--- config.mk ---
export PLATFORM = sky130hd
export DESIGN_NAME = prod_accumulator_flat
export DESIGN_NICKNAME = d
export VERILOG_FILES = /design/src/rtl/prod_accumulator_if.sv /design/src/rtl/prod_accumulator.sv /design/src/flat_wrapper.sv
export SDC_FILE = /design/constraint.sdc
export NUM_CORES = 1
export LEC_CHECK = 0
export ABC_AREA = 1
export CORE_AREA = 2 2 55 70
export DETAILED_ROUTE_END_ITERATION = 8
export DIE_AREA = 0 0 57 72
export PLACE_DENSITY = 0.82
export RECOVER_POWER = 25
export SYNTH_ARGS = -nofsm -noshare
export SYNTH_HDL_FRONTEND = slang
export SYNTH_SLANG_ARGS = --single-unit
--- constraint.sdc ---
create_clock -name clk -period 5 [get_ports clk]
set_input_delay 1.25 -clock clk [delete_from_list [all_inputs] [get_ports clk]]
set_output_delay 1.25 -clock clk [all_outputs]
set_load 0.01 [all_outputs]
--- src/rtl/prod_accumulator_if.sv ---
// rtl/prod_accumulator_if.sv - product input / result output handshake bundle for prod_accumulator
interface prod_accumulator_if #(
    parameter int PROD_W = 8,
    parameter int ACC_W  = 12
) ();
    logic              clear;
    logic              in_valid;
    logic [PROD_W-1:0] in_product;
    logic              in_ready;
    logic              out_valid;
    logic [ACC_W-1:0]  out_sum;
    logic              out_ovf;
    logic              out_ready;

    modport master (
        output clear, in_valid, in_product, out_ready,
        input  in_ready, out_valid, out_sum, out_ovf
    );

    modport slave (
        input  clear, in_valid, in_product, out_ready,
        output in_ready, out_valid, out_sum, out_ovf
    );
endinterface

--- src/rtl/prod_accumulator.sv ---
// rtl/prod_accumulator.sv - sums COUNT products per result; ACC_SAT_EN selects saturate instead of wrap
module prod_accumulator #(
    parameter int PROD_W = 8,
    parameter int ACC_W  = 12,
    parameter int COUNT  = 4
) (
    input  logic clk,
    input  logic rst,
    prod_accumulator_if.slave bus
);
    typedef enum logic {S_ACCUM, S_DONE} state_t;

    localparam logic [7:0] LAST_IDX = 8'(COUNT - 1);

    state_t             state_q, state_d;
    logic [ACC_W-1:0]   acc_q, acc_d;
    logic [7:0]         cnt_q, cnt_d;
    logic               ovf_q, ovf_d;
    logic [ACC_W-1:0]   out_sum_q, out_sum_d;
    logic               out_ovf_q, out_ovf_d;

    logic               in_ready;
    logic               accept;
    logic [ACC_W:0]     sum_wide;
    logic               carry;
    logic [ACC_W-1:0]   sum_kept;

    // Handshake outputs depend only on registered state and clear.
    assign in_ready      = (state_q == S_ACCUM) && !bus.clear;
    assign bus.in_ready  = in_ready;
    assign bus.out_valid = (state_q == S_DONE) && !bus.clear;
    assign bus.out_sum   = out_sum_q;
    assign bus.out_ovf   = out_ovf_q;

    assign accept   = bus.in_valid && in_ready;
    assign sum_wide = {1'b0, acc_q} + {{(ACC_W + 1 - PROD_W){1'b0}}, bus.in_product};
    assign carry    = sum_wide[ACC_W];

`ifdef ACC_SAT_EN
    // A saturated acc stays all-ones: any further add carries again.
    assign sum_kept = carry ? {ACC_W{1'b1}} : sum_wide[ACC_W-1:0];
`else
    assign sum_kept = sum_wide[ACC_W-1:0];
`endif

    always_comb begin
        state_d   = state_q;
        acc_d     = acc_q;
        cnt_d     = cnt_q;
        ovf_d     = ovf_q;
        out_sum_d = out_sum_q;
        out_ovf_d = out_ovf_q;

        if (bus.clear) begin
            state_d   = S_ACCUM;
            acc_d     = '0;
            cnt_d     = '0;
            ovf_d     = 1'b0;
            out_ovf_d = 1'b0;
        end else begin
            case (state_q)
                S_ACCUM: begin
                    if (accept) begin
                        if (cnt_q == LAST_IDX) begin
                            out_sum_d = sum_kept;
                            out_ovf_d = ovf_q | carry;
                            state_d   = S_DONE;
                            acc_d     = '0;
                            cnt_d     = '0;
                            ovf_d     = 1'b0;
                        end else begin
                            acc_d = sum_kept;
                            cnt_d = cnt_q + 8'd1;
                            ovf_d = ovf_q | carry;
                        end
                    end
                end
                S_DONE: begin
                    if (bus.out_ready) begin
                        state_d = S_ACCUM;
                    end
                end
                default: state_d = S_ACCUM;
            endcase
        end
    end

    always_ff @(posedge clk) begin
        if (rst) begin
            state_q   <= S_ACCUM;
            acc_q     <= '0;
            cnt_q     <= '0;
            ovf_q     <= 1'b0;
            out_sum_q <= '0;
            out_ovf_q <= 1'b0;
        end else begin
            state_q   <= state_d;
            acc_q     <= acc_d;
            cnt_q     <= cnt_d;
            ovf_q     <= ovf_d;
            out_sum_q <= out_sum_d;
            out_ovf_q <= out_ovf_d;
        end
    end
endmodule

--- src/flat_wrapper.sv ---
// flat-port wrapper written by rule: the top's interface ports become plain ports
module prod_accumulator_flat 
#(
    parameter int PROD_W = 8,
    parameter int ACC_W  = 12,
    parameter int COUNT  = 4
)
  (clk, rst, bus_clear, bus_in_valid, bus_in_product, bus_out_ready, bus_in_ready, bus_out_valid, bus_out_sum, bus_out_ovf);
  prod_accumulator_if #(.PROD_W(PROD_W), .ACC_W(ACC_W)) bus_i ();
  input  logic clk;
  input  logic rst;
  input wire logic [$bits(bus_i.clear)-1:0] bus_clear;
  input wire logic [$bits(bus_i.in_valid)-1:0] bus_in_valid;
  input wire logic [$bits(bus_i.in_product)-1:0] bus_in_product;
  input wire logic [$bits(bus_i.out_ready)-1:0] bus_out_ready;
  output wire logic [$bits(bus_i.in_ready)-1:0] bus_in_ready;
  output wire logic [$bits(bus_i.out_valid)-1:0] bus_out_valid;
  output wire logic [$bits(bus_i.out_sum)-1:0] bus_out_sum;
  output wire logic [$bits(bus_i.out_ovf)-1:0] bus_out_ovf;
  assign bus_i.clear = bus_clear;
  assign bus_i.in_valid = bus_in_valid;
  assign bus_i.in_product = bus_in_product;
  assign bus_i.out_ready = bus_out_ready;
  assign bus_in_ready = bus_i.in_ready;
  assign bus_out_valid = bus_i.out_valid;
  assign bus_out_sum = bus_i.out_sum;
  assign bus_out_ovf = bus_i.out_ovf;
  prod_accumulator #(.PROD_W(PROD_W), .ACC_W(ACC_W), .COUNT(COUNT)) u_core (.clk(clk), .rst(rst), .bus(bus_i));
endmodule
Yosys cells after proc, flatten, opt, wreduce, memory -nomap -nowiden
Index checks and enable logic that the tools add are counted.
{"block": "classes", "reduce_logical": 8, "n_eq_ne": 1, "bitwise": 3, "addsub": 2, "mux": 7}
{"operator": "$add 12x8->13", "count": 1}
{"operator": "$mux 12", "count": 1}
{"operator": "$add 8x1->8 const B", "count": 1}
{"operator": "$eq 8x2->1 const B", "count": 1}
{"operator": "$mux 8", "count": 1}
{"operator": "$mux 1", "count": 4}
{"operator": "$reduce_and 4->1", "count": 1}
{"operator": "$logic_and 1x1->1", "count": 3}
{"operator": "$reduce_and 3->1", "count": 1}
{"operator": "$not 1->1", "count": 2}
{"operator": "$pmux 1 s2", "count": 1}
{"operator": "$reduce_and 2->1", "count": 1}
{"operator": "$reduce_or 2->1", "count": 1}
{"operator": "$logic_not 1->1", "count": 1}
{"operator": "$or 1x1->1", "count": 1}
{"block": "totals", "ff_bits": 35, "wordCells": 27}

Depth between registers and ports, before layout
Gate-level depths: netlist of the first run.
{"block": "depth", "word_depth": 5, "mapped_depth": 12, "mapped_depth_nobuf": 12}

Least setup slack after synthesis of the first run
Ideal clock, no wire load.
{"block": "synth_timing", "path_kind": "input to output", "from": "input port bus_clear", "to": "output port bus_out_valid", "cell_stages": 1, "path_buffers": 0, "t_arrival_ps": 1419, "required_time_ps": 3750, "setup_slack_ps": 2331, "path_cell_list": "nor2_1"}
{"block": "synth_between", "elab_chain_len": 2}
{"item": "start: declaration", "line": "flat_wrapper.sv:12", "text": "input wire logic [$bits(bus_i.clear)-1:0] bus_clear;"}
{"item": "$logic_not 1->1", "line": "prod_accumulator.sv:31", "text": "assign bus.out_valid = (state_q == S_DONE) && !bus.clear;"}
{"item": "$logic_and 1x1->1", "line": "prod_accumulator.sv:31"}
{"item": "end: declaration", "line": "flat_wrapper.sv:17", "text": "output wire logic [$bits(bus_i.out_valid)-1:0] bus_out_valid;"}
Every way passes these cells.

Worst setup path after layout of the first run
{"block": "layout_timing", "from": "input port bus_clear", "to": "output port bus_in_ready"}
{"block": "layout_between", "elab_chain_len": 2}
{"item": "$logic_not 1->1", "line": "prod_accumulator.sv:29", "text": "assign in_ready = (state_q == S_ACCUM) && !bus.clear;"}
{"item": "$logic_and 1x1->1", "line": "prod_accumulator.sv:29"}
{"item": "end: declaration", "line": "flat_wrapper.sv:16", "text": "output wire logic [$bits(bus_i.in_ready)-1:0] bus_in_ready;"}
Every way passes these cells.

==> results of run 1 <==
power groups by stage:
stage / clock [mW] / sequential [mW] / combinational [mW]
global route: 0.205 / 0.283 / 0.0581
detailed placement: 0 / 0.289 / 0.0520
floorplan: 0 / 0.289 / 0.0333
global placement: 0 / 0.289 / 0.0517
finish: 0.193 / 0.283 / 0.0522
CTS: 0.196 / 0.283 / 0.0525
logic make-up (layout without fill, tap and decap cells):
kind of cell	after synthesis	after routing	share of synthesized area
simple gates	143	143	0.332
buf+inv	46	72	0.101
flops	35	35	0.360
xor+xnor	8	8	0.0360
compound gates	36	36	0.103
fa+ha+maj	10	10	0.0682
flip-flops by register name, indices dropped and copies added, names as in the netlist:
signal,cells
u_core.acc_q,12
u_core.ovf_q,1
u_core.cnt_q,8
u_core.state_q,1
u_core.bus.out_ovf,1
u_core.bus.out_sum,12
metal layers:
layer | GRT usage | vias up | part of all wire
met5 | 0 | - | 0
met3 | 0.0481 | 7 | 0.036
li1 | - | 926 | -
met4 | 0.0930 | 0 | 0.022
met1 | 0.239 | 758 | 0.43
met2 | 0.400 | 31 | 0.51
layout by cell type, fill, tap and decap left out, types with 2 or more instances in the layout:
cell type         n
inv_2             2
nand3_1          14
clkbuf_8          5
clkdlybuf4s50_1  15
nand2_2           4
ha_1              9
a21o_1            2
nor2_1           29
xor2_1            8
nor3_1            3
a21oi_1          19
nor2_4            3
o21ai_1           8
nand4_1           5
inv_1            36
a21oi_2           3
o21ai_0           2
dfxtp_1          35
nand2_1          78
dlygate4sd3_1    12
stage by stage:
stage                     power (mW)  std cells  instance area (sq um)
after floorplan                0.322        278                   1950
final                          0.528        343                   2290
after detailed placement       0.341        337                   2220
after global placement         0.341        337                   2220
after global routing           0.546        343                   2290
after CTS                      0.531        343                   2290
worst max-delay path, cell delays in order:
cell and delay (ns):
clkdlybuf4s50_1 0.45, nor2_2 0.14, clkdlybuf4s50_1 0.55
how the worst min path moves through the flow:
stage                       endpoint                  start  slack [ns]  cells after the start
6_report       u_core.bus.out_sum[2]  u_core.bus.out_sum[2]        0.47                      2
2_1_floorplan        u_core.acc_q[0]        u_core.acc_q[0]        0.45                      2
3_3_place_gp         u_core.acc_q[0]        u_core.acc_q[0]        0.46                      2
5_1_grt        u_core.bus.out_sum[0]  u_core.bus.out_sum[0]        0.49                      2
4_1_cts        u_core.bus.out_sum[1]  u_core.bus.out_sum[1]        0.47                      2
3_5_place_dp   u_core.bus.out_sum[1]  u_core.bus.out_sum[1]        0.46                      2
final cells by class:
class	instances	area [sq um]	share of cell area
Clock buffer	5	68.8	0.0300
Clock inverter	1	7.51	0.00327
Inverter	39	149	0.0649
Multi-Input combinational cell	197	1050	0.457
Sequential cell	35	701	0.306
Tap cell	39	48.8	0.0213
Timing Repair Buffer	27	270	0.118
==> qor.txt, run 1 <==
outcome: finished, final reports clean
fraction of layout cells with a size suffix above 1: 0.0789
total CTS buffers: 5
Synth top area share: 0.360
antenna violations before repair: 0
power share of the sequential group: 0.535
Fillers: 307
routed len/inst: 11.5 um
arrival time worst endpoint: 2.39 ns
Hold WS: 0.466 ns
initial core utilization: 0.568
Worst Tran Pin Value: 0.552 ns
H-tree levels: 2
Die H: 72 um
Worst-path clk slew: 0.07 ns
ys flop type: dfxtp_1
number of diodes: 0
CP required: 3.75 ns
grt ovf: 0
crit path capture type: output pin
combinational power share: 0.099
largest net degree at the start of global routing: 21
unrepaired setup endpoints after global routing: false
Warnings, synthesis: 0
post_cts resized: 0
Final Net Count: 328
Syn-to-layout area delta: 17.9%
DRC Markers: 0
# rows: 24
Hold Vio Cnt, Final: 0
reg2reg path depth: 9
start point of the critical path: bus_clear
Root Driver: clkbuf_8
Final Setup Violations: 0
setup ws final: 1.36 ns
initial drt markers: 40
Net Switching: 0.134 mW
Switching Share: 0.253
Post-CTS Setup Inserts: 0
Worst setup SP type: input port
Pins Over Slew Limit: 0
total global-route track usage: 0.218
Finished Core Util: 0.670
final period utilization: 0.728
synthesized area: 1950 sq um
TritonCTS clock tree: done
syn_nets: 301
RePlAce Congestion: 0.875
IO Pins: 28
minimum clock period: 3.64 ns
Slew HR: 0.632
WS Path Type: in -> out
vias in the first global route: 1692
synth top area cells: dfxtp_1, nand2_1, inv_1
Seq/Total Area, Yosys: 0.360
P_int: 0.394 mW
Worst-Skew Late Latency: 0.29 ns
FMAX: 275 MHz
vias per cell: 5.02
Syn Inst Count: 278
PortBufs: 27
Core ar.: 3420 sq um
static leakage: 1.05 nW
Critical Path Sink: bus_in_ready
TNS Setup: 0 ns
most frequent cell after synthesis: nand2_1
PwrDens: 230 nW/um^2
r2r setup slk: 3.18 ns
Max IR drop VDD: 0.198 mV
cts hold-fix bufs: 0
HP Class: reg -> reg
Reg-to-Reg Start: u_core.acc_q[0]
post-DP HPWL: 2.93 mm
Max Root-Sink Buffers: 2
Seq cells post-synth: 35
Max Cap Viol: 0
Final Skew: 0.00586 ns
post-placement setup slack: 1.36 ns
Clk network pwr share: 0.366
Via Count: 1722
Yosys top cell by area: dfxtp_1
Die W: 57 um
reg2reg end: u_core.acc_q[8]
Post-synth ARST share: 0
post-synth cell types: 32
total wire length: 3.95 mm
first-pass GRT wire length: 7.06 mm
die area: 4100 sq um
Post-DRT Antenna Nets: 0
top post-synthesis cells by count: nand2_1, inv_1, dfxtp_1, nor2_1, a21oi_1
clock sink total: 35
worst-path fanout max: 3
Synth Area per Inst: 7.00 sq um
drt pass-1 iters: 4
Post-synth EDFFs: 0
No activity file was read; power rests on OpenSTA's default activity.
==> run 2, diff against run 1 <==
--- a/config.mk
+++ b/config.mk
@@ -6,10 +6,10 @@
 export NUM_CORES = 1
 export LEC_CHECK = 0
 export ABC_AREA = 1
-export CORE_AREA = 2 2 55 70
+export CORE_AREA = 2 2 57 73
 export DETAILED_ROUTE_END_ITERATION = 8
-export DIE_AREA = 0 0 57 72
-export PLACE_DENSITY = 0.82
+export DIE_AREA = 0 0 59 75
+export PLACE_DENSITY = 0.77
 export RECOVER_POWER = 25
 export SYNTH_ARGS = -nofsm -noshare
 export SYNTH_HDL_FRONTEND = slang
==> constraint.sdc (replaced) <==
create_clock -name clk -period 3.4 [get_ports clk]
set_input_delay 0.85 -clock clk [delete_from_list [all_inputs] [get_ports clk]]
set_output_delay 0.85 -clock clk [all_outputs]
set_load 0.01 [all_outputs]
==> run 2 against run 1 <==
Clock power increased by 50%. Non-clock buffer count is 1 higher. Sequential share of layout area shrank 0.18 points. Cell area rose by 0.60%. Global-route usage shrank 1.8 points. Sequential power rose by 47%. Register-to-register slack lost 1.6 ns. Highest routed layer unchanged. Core utilization shrank 4.5 points. Critical path depth is the same. Clock skew shrank 0.0034 ns. First-iteration DRC count is 50% higher.
==> qor.txt, run 2 (synthesized netlist as in run 1, its figures left out) <==
Area after DPL: 2230 sq um (was 2220 sq um)
met2 Usage GRT: 0.383 (was 0.400)
number of diodes: 0 (unchanged)
outcome: finished, final reports clean (unchanged)
cts hold-fix bufs: 0 (unchanged)
Max Cap Viol: 0 (unchanged)
Worst-path clk slew: 0.07 ns (about the same)
total wire length: 3.92 mm (was 3.95 mm)
post-placement setup slack: 0.562 ns (was 1.36 ns)
r2r setup slk: 1.57 ns (was 3.18 ns)
post_cts resized: 0 (unchanged)
Root Driver: clkbuf_8 (unchanged)
IO Pins: 28 (unchanged)
worst-path fanout max: 3 (unchanged)
minimum clock period: 2.84 ns
largest net degree at the start of global routing: 20 (was 21)
Worst setup SP type: input port (unchanged)
Max IR drop VDD: 0.283 mV (was 0.198 mV)
routed len/inst: 11.3 um (was 11.5 um)
post-DP HPWL: 2.97 mm (was 2.93 mm)
Syn-to-layout area delta: 18.6% (was 17.9%)
Post-DRT Antenna Nets: 0 (unchanged)
static leakage: 1.06 nW (was 1.05 nW)
TNS Setup: 0 ns (unchanged)
Post-CTS Setup Inserts: 0 (unchanged)
Fillers: 340 (was 307)
met1 Use GR: 0.215 (was 0.239)
Hold Vio Cnt, Final: 0 (unchanged)
H-tree levels: 2 (unchanged)
Max Root-Sink Buffers: 2 (unchanged)
Core ar.: 3690 sq um (was 3420 sq um)
PwrDens: 339 nW/um^2 (was 230 nW/um^2)
fraction of layout cells with a size suffix above 1: 0.0814 (was 0.0789)
WS Path Type: in -> out (unchanged)
Finished Core Util: 0.625 (was 0.670)
TritonCTS clock tree: done (unchanged)
Slew HR: 0.636 (was 0.632)
final period utilization: 0.835
Worst-Skew Late Latency: 0.28 ns (was 0.29 ns)
total global-route track usage: 0.201 (was 0.218)
die area: 4430 sq um (was 4100 sq um)
DRC Markers: 0 (unchanged)
most frequent cells in the layout: nand2_1, inv_1, dfxtp_1 (unchanged)
Finished Layout Cells: 347 (was 343)
arrival time worst endpoint: 1.99 ns (was 2.39 ns)
drt pass-1 iters: 4 (unchanged)
fin area: 2310 sq um (was 2290 sq um)
cell count after placement: 339 (was 337)
most crowded layer after global routing: met2 (unchanged)
grt ovf: 0 (unchanged)
Worst Tran Pin Value: 0.546 ns (was 0.552 ns)
commonest non-fill, non-tap cell in the layout: nand2_1 (unchanged)
Final Setup Violations: 0 (unchanged)
Die W: 59 um (was 57 um)
total CTS buffers: 5 (unchanged)
vias per cell: 4.95 (was 5.02)
Via Count: 1719 (was 1722)
Final Skew: 0.00244 ns (was 0.00586 ns)
FMAX: 352 MHz
# rows: 25 (was 24)
Pins Over Slew Limit: 0 (unchanged)
clock sink total: 35 (unchanged)
Die H: 75 um (was 72 um)
initial core utilization: 0.527 (was 0.568)
Final Net Count: 329 (was 328)
PortBufs: 27 (unchanged)
unrepaired setup endpoints after global routing: false (unchanged)
crit path capture type: output pin (unchanged)
setup ws final: 0.562 ns (was 1.36 ns)
initial drt markers: 60 (was 40)
HP Class: reg -> reg (unchanged)
RePlAce Congestion: 0.855 (was 0.875)
CP required: 2.55 ns (was 3.75 ns)
routing usage on met3: 0.0430 (was 0.0481)
vias in the first global route: 1655 (was 1692)
antenna violations before repair: 0 (unchanged)
first-pass GRT wire length: 6.70 mm (was 7.06 mm)
run 2: cell types whose count changed in the layout (fill, tap and decap cells not counted):
cell and delta:
buf_4 +1, clkbuf_1 +2, clkinv_2 +1, clkinvlp_4 -1
run 2: area by class of cell:
| type | instances | area [sq um] | area share |
|---|---|---|---|
| Inverter | 39 | 149 | 0.0645 |
| Sequential cell | 35 | 701 | 0.304 |
| Multi-Input combinational cell | 197 | 1050 | 0.454 |
| Tap cell | 40 | 50.0 | 0.0217 |
| Timing Repair Buffer | 28 | 278 | 0.120 |
| Clock inverter | 1 | 5.00 | 0.00217 |
| Clock buffer | 7 | 76.3 | 0.0331 |
run 2: where the power goes:
| group | switching, mW | leakage (nW) | internal [mW] |
|---|---|---|---|
| sequential | 0.00247 | 0.282 | 0.413 |
| combinational | 0.0464 | 0.737 | 0.0314 |
| clock | 0.145 | 0.0422 | 0.144 |
run 2: path summary, 6_finish.rpt:
kind / depth (start not counted) / start / to
setup / recovery: 3 / bus_clear / bus_in_ready
hold / removal: 2 / u_core.bus.out_sum[1] / u_core.bus.out_sum[1]
setup reg to reg: 10 / u_core.acc_q[0] / u_core.bus.out_ovf
hold reg to reg: 2 / u_core.bus.out_sum[1] / u_core.bus.out_sum[1]
run 2: metal layers:
layer | wire [um] | vias to the layer above
met1 | 1670 | 758
met2 | 2050 | 24
met4 | 59 | 0
met3 | 137 | 7
li1 | - | 930
met5 | 0 | -
run 2: critical path: stages:
cell,delay [ns]
clkdlybuf4s50_1,0.46
nor2_2,0.13
clkdlybuf4s50_1,0.55
run 2: stage by stage:
| stage | hold slack [ns] | power, mW |
|---|---|---|
| detailed placement | 0.456 | 0.503 |
| global placement | 0.455 | 0.503 |
| CTS | 0.467 | 0.789 |
| finish | 0.466 | 0.782 |
| global route | 0.501 | 0.815 |
| floorplan | 0.447 | 0.474 |
==> run 3, diff against run 2 <==
--- a/config.mk
+++ b/config.mk
@@ -6,10 +6,10 @@
 export NUM_CORES = 1
 export LEC_CHECK = 0
 export ABC_AREA = 1
-export CORE_AREA = 2 2 57 73
+export CORE_AREA = 2 2 60 76
 export DETAILED_ROUTE_END_ITERATION = 8
-export DIE_AREA = 0 0 59 75
-export PLACE_DENSITY = 0.77
+export DIE_AREA = 0 0 62 78
+export PLACE_DENSITY = 0.74
 export RECOVER_POWER = 25
 export SYNTH_ARGS = -nofsm -noshare
 export SYNTH_HDL_FRONTEND = slang
==> constraint.sdc (replaced) <==
create_clock -name clk -period 2.45 [get_ports clk]
set_input_delay 0.6125 -clock clk [delete_from_list [all_inputs] [get_ports clk]]
set_output_delay 0.6125 -clock clk [all_outputs]
set_load 0.01 [all_outputs]
==> run 3 against run 2 <==
Register-to-register slack got worse by 0.87 ns. Critical path type unchanged. Hold slack got worse by 0.0045 ns. Largest cell class unchanged. Sequential share of layout area fell by 0.61 points. Global-route usage fell by 1.6 points. Clock power rose by 40%. Combinational power rose by 41%. Die area rose by 9.3%.
==> qor.txt, run 3 (synthesized netlist as in run 1, its figures left out) <==
largest net degree at the start of global routing: 18 (was 20)
Root Driver: clkbuf_8 (unchanged)
most frequent cells in the layout: nand2_1, inv_1, dfxtp_1 (unchanged)
drt pass-1 iters: 4 (unchanged)
WS Path Type: in -> out (unchanged)
metal3 WL: 148 um (was 137 um)
min-delay src: u_core.bus.out_sum[2] (was u_core.bus.out_sum[1])
worst-path fanout max: 3 (unchanged)
Reg-to-Reg Start: u_core.acc_q[0] (unchanged)
IO Pins: 28 (unchanged)
static leakage: 1.08 nW (was 1.06 nW)
clock sink total: 35 (unchanged)
vias in the first global route: 1616 (was 1655)
Switching Share: 0.255 (was 0.248)
routed len/inst: 10.9 um (was 11.3 um)
Final Setup Violations: 0 (unchanged)
arrival time worst endpoint: 1.73 ns (was 1.99 ns)
Max Root-Sink Buffers: 2 (unchanged)
PortBufs: 27 (unchanged)
post_cts resized: 0 (unchanged)
minimum clock period: 2.35 ns
Die H: 78 um (was 75 um)
crit path capture type: output pin (unchanged)
reg2reg path depth: 10 (unchanged)
die area: 4840 sq um (was 4430 sq um)
grt ovf: 0 (unchanged)
TritonCTS clock tree: done (unchanged)
area taken by flip-flops and latches: 701 sq um (unchanged)
first-pass GRT wire length: 6.87 mm (was 6.70 mm)
worst hold stages: 2 (unchanged)
Worst setup SP type: input port (unchanged)
number of diodes: 0 (unchanged)
Post-CTS Setup Inserts: 0 (unchanged)
power share of the sequential group: 0.528 (was 0.531)
Max Cap Viol: 0 (unchanged)
FMAX: 426 MHz
Net Switching: 0.279 mW (was 0.194 mW)
commonest non-fill, non-tap cell in the layout: nand2_1 (unchanged)
Min-Delay Endpoint: u_core.bus.out_sum[2] (was u_core.bus.out_sum[1])
HP Class: reg -> reg (unchanged)
area of the multi-input gates: 1040 sq um (was 1050 sq um)
Die W: 62 um (was 59 um)
reg2reg end: u_core.bus.out_ovf (unchanged)
# rows: 26 (was 25)
P_int: 0.813 mW (was 0.588 mW)
Max IR drop VDD: 0.408 mV (was 0.283 mV)
cts hold-fix bufs: 0 (unchanged)
fin area: 2350 sq um (was 2310 sq um)
initial core utilization: 0.478 (was 0.527)
unrepaired setup endpoints after global routing: false (unchanged)
Clk network pwr share: 0.371 (was 0.369)
outcome: finished, final reports clean (unchanged)
initial drt markers: 110 (was 60)
total CTS buffers: 5 (unchanged)
H-tree levels: 2 (unchanged)
Worst Tran Pin Value: 0.584 ns (was 0.546 ns)
r2r setup slk: 0.70 ns (was 1.57 ns)
total wire length: 4.00 mm (was 3.92 mm)
Via Count: 1759 (was 1719)
PwrDens: 464 nW/um^2 (was 339 nW/um^2)
final period utilization: 0.958
Hold Vio Cnt, Final: 0 (unchanged)
Worst-Skew Late Latency: 0.28 ns (about the same)
Area after DPL: 2280 sq um (was 2230 sq um)
combinational power share: 0.101 (was 0.100)
met2 wire length: 1.98 mm (was 2.05 mm)
DRC Markers: 0 (unchanged)
Worst-path clk slew: 0.07 ns (about the same)
post-DP HPWL: 3.04 mm (was 2.97 mm)
Final Skew: 0.00630 ns (was 0.00244 ns)
Pins Over Slew Limit: 0 (unchanged)
Post-DRT Antenna Nets: 0 (unchanged)
fraction of layout cells with a size suffix above 1: 0.0932 (was 0.0814)
RePlAce Congestion: 0.873 (was 0.855)
vias per cell: 4.79 (was 4.95)
highest routed layer: met4 (unchanged)
Met1 Routed Length: 1.76 mm (was 1.67 mm)
TNS Setup: 0 ns (unchanged)
Syn-to-layout area delta: 21.0% (was 18.6%)
Slew HR: 0.610 (was 0.636)
total global-route track usage: 0.185 (was 0.201)
Fillers: 391 (was 340)
Core ar.: 4070 sq um (was 3690 sq um)
antenna violations before repair: 0 (unchanged)
Finished Layout Cells: 367 (was 347)
cell count after placement: 359 (was 339)
CP required: 1.84 ns (was 2.55 ns)
Final Net Count: 333 (was 329)
==> run 3: per-stage QoR <==
step | power, mW | util | hold slack [ns] | setup WS, ns
finish | 1.09 | 0.579 | 0.462 | 0.103
floorplan | 0.657 | - | 0.447 | 0.489
global placement | 0.700 | 0.560 | 0.457 | 0.0134
CTS | 1.10 | 0.580 | 0.469 | 0.0727
detailed placement | 0.701 | 0.560 | 0.457 | -0.0306
global route | 1.14 | 0.579 | 0.488 | 0.0336
==> run 3: layout make-up <==
type	instances	area share
clock inverter	3	0.00638
tap	56	0.0298
sequential	35	0.298
inverter	39	0.0632
multi-input combinational	197	0.443
clock buffer	5	0.0292
timing repair buffer	32	0.131
==> run 3: layer usage <==
metal,track usage,vias to the layer above
li1,-,936
met1,0.231,775
met2,0.301,37
met3,0.0400,11
met4,0.0681,0
met5,0,-
==> run 3: critical path, stage by stage <==
cell and delay (ns):
clkdlybuf4s50_1 0.46, nor2_1 0.13, clkdlybuf4s50_1 0.54
==> run 3: power groups by stage <==
| stage | combinational, mW | sequential (mW) | clock [mW] |
|---|---|---|---|
| final | 0.110 | 0.577 | 0.405 |
| after global routing | 0.124 | 0.577 | 0.439 |
| after CTS | 0.112 | 0.577 | 0.416 |
| after detailed placement | 0.111 | 0.590 | 0 |
| after global placement | 0.111 | 0.590 | 0 |
| after floorplan | 0.0680 | 0.589 | 0 |
==> run 3: how the worst max path moves through the flow <==
stage	from	to	slack (ns)	depth (start not counted)
3_5_place_dp	bus_in_product[0]	u_core.bus.out_ovf	-0.03	11
3_3_place_gp	bus_in_product[0]	u_core.bus.out_ovf	0.01	11
6_report	bus_clear	bus_out_valid	0.10	3
5_1_grt	bus_clear	bus_in_ready	0.03	3
2_1_floorplan	bus_in_product[0]	u_core.bus.out_sum[8]	0.49	9
4_1_cts	bus_clear	bus_in_ready	0.07	3
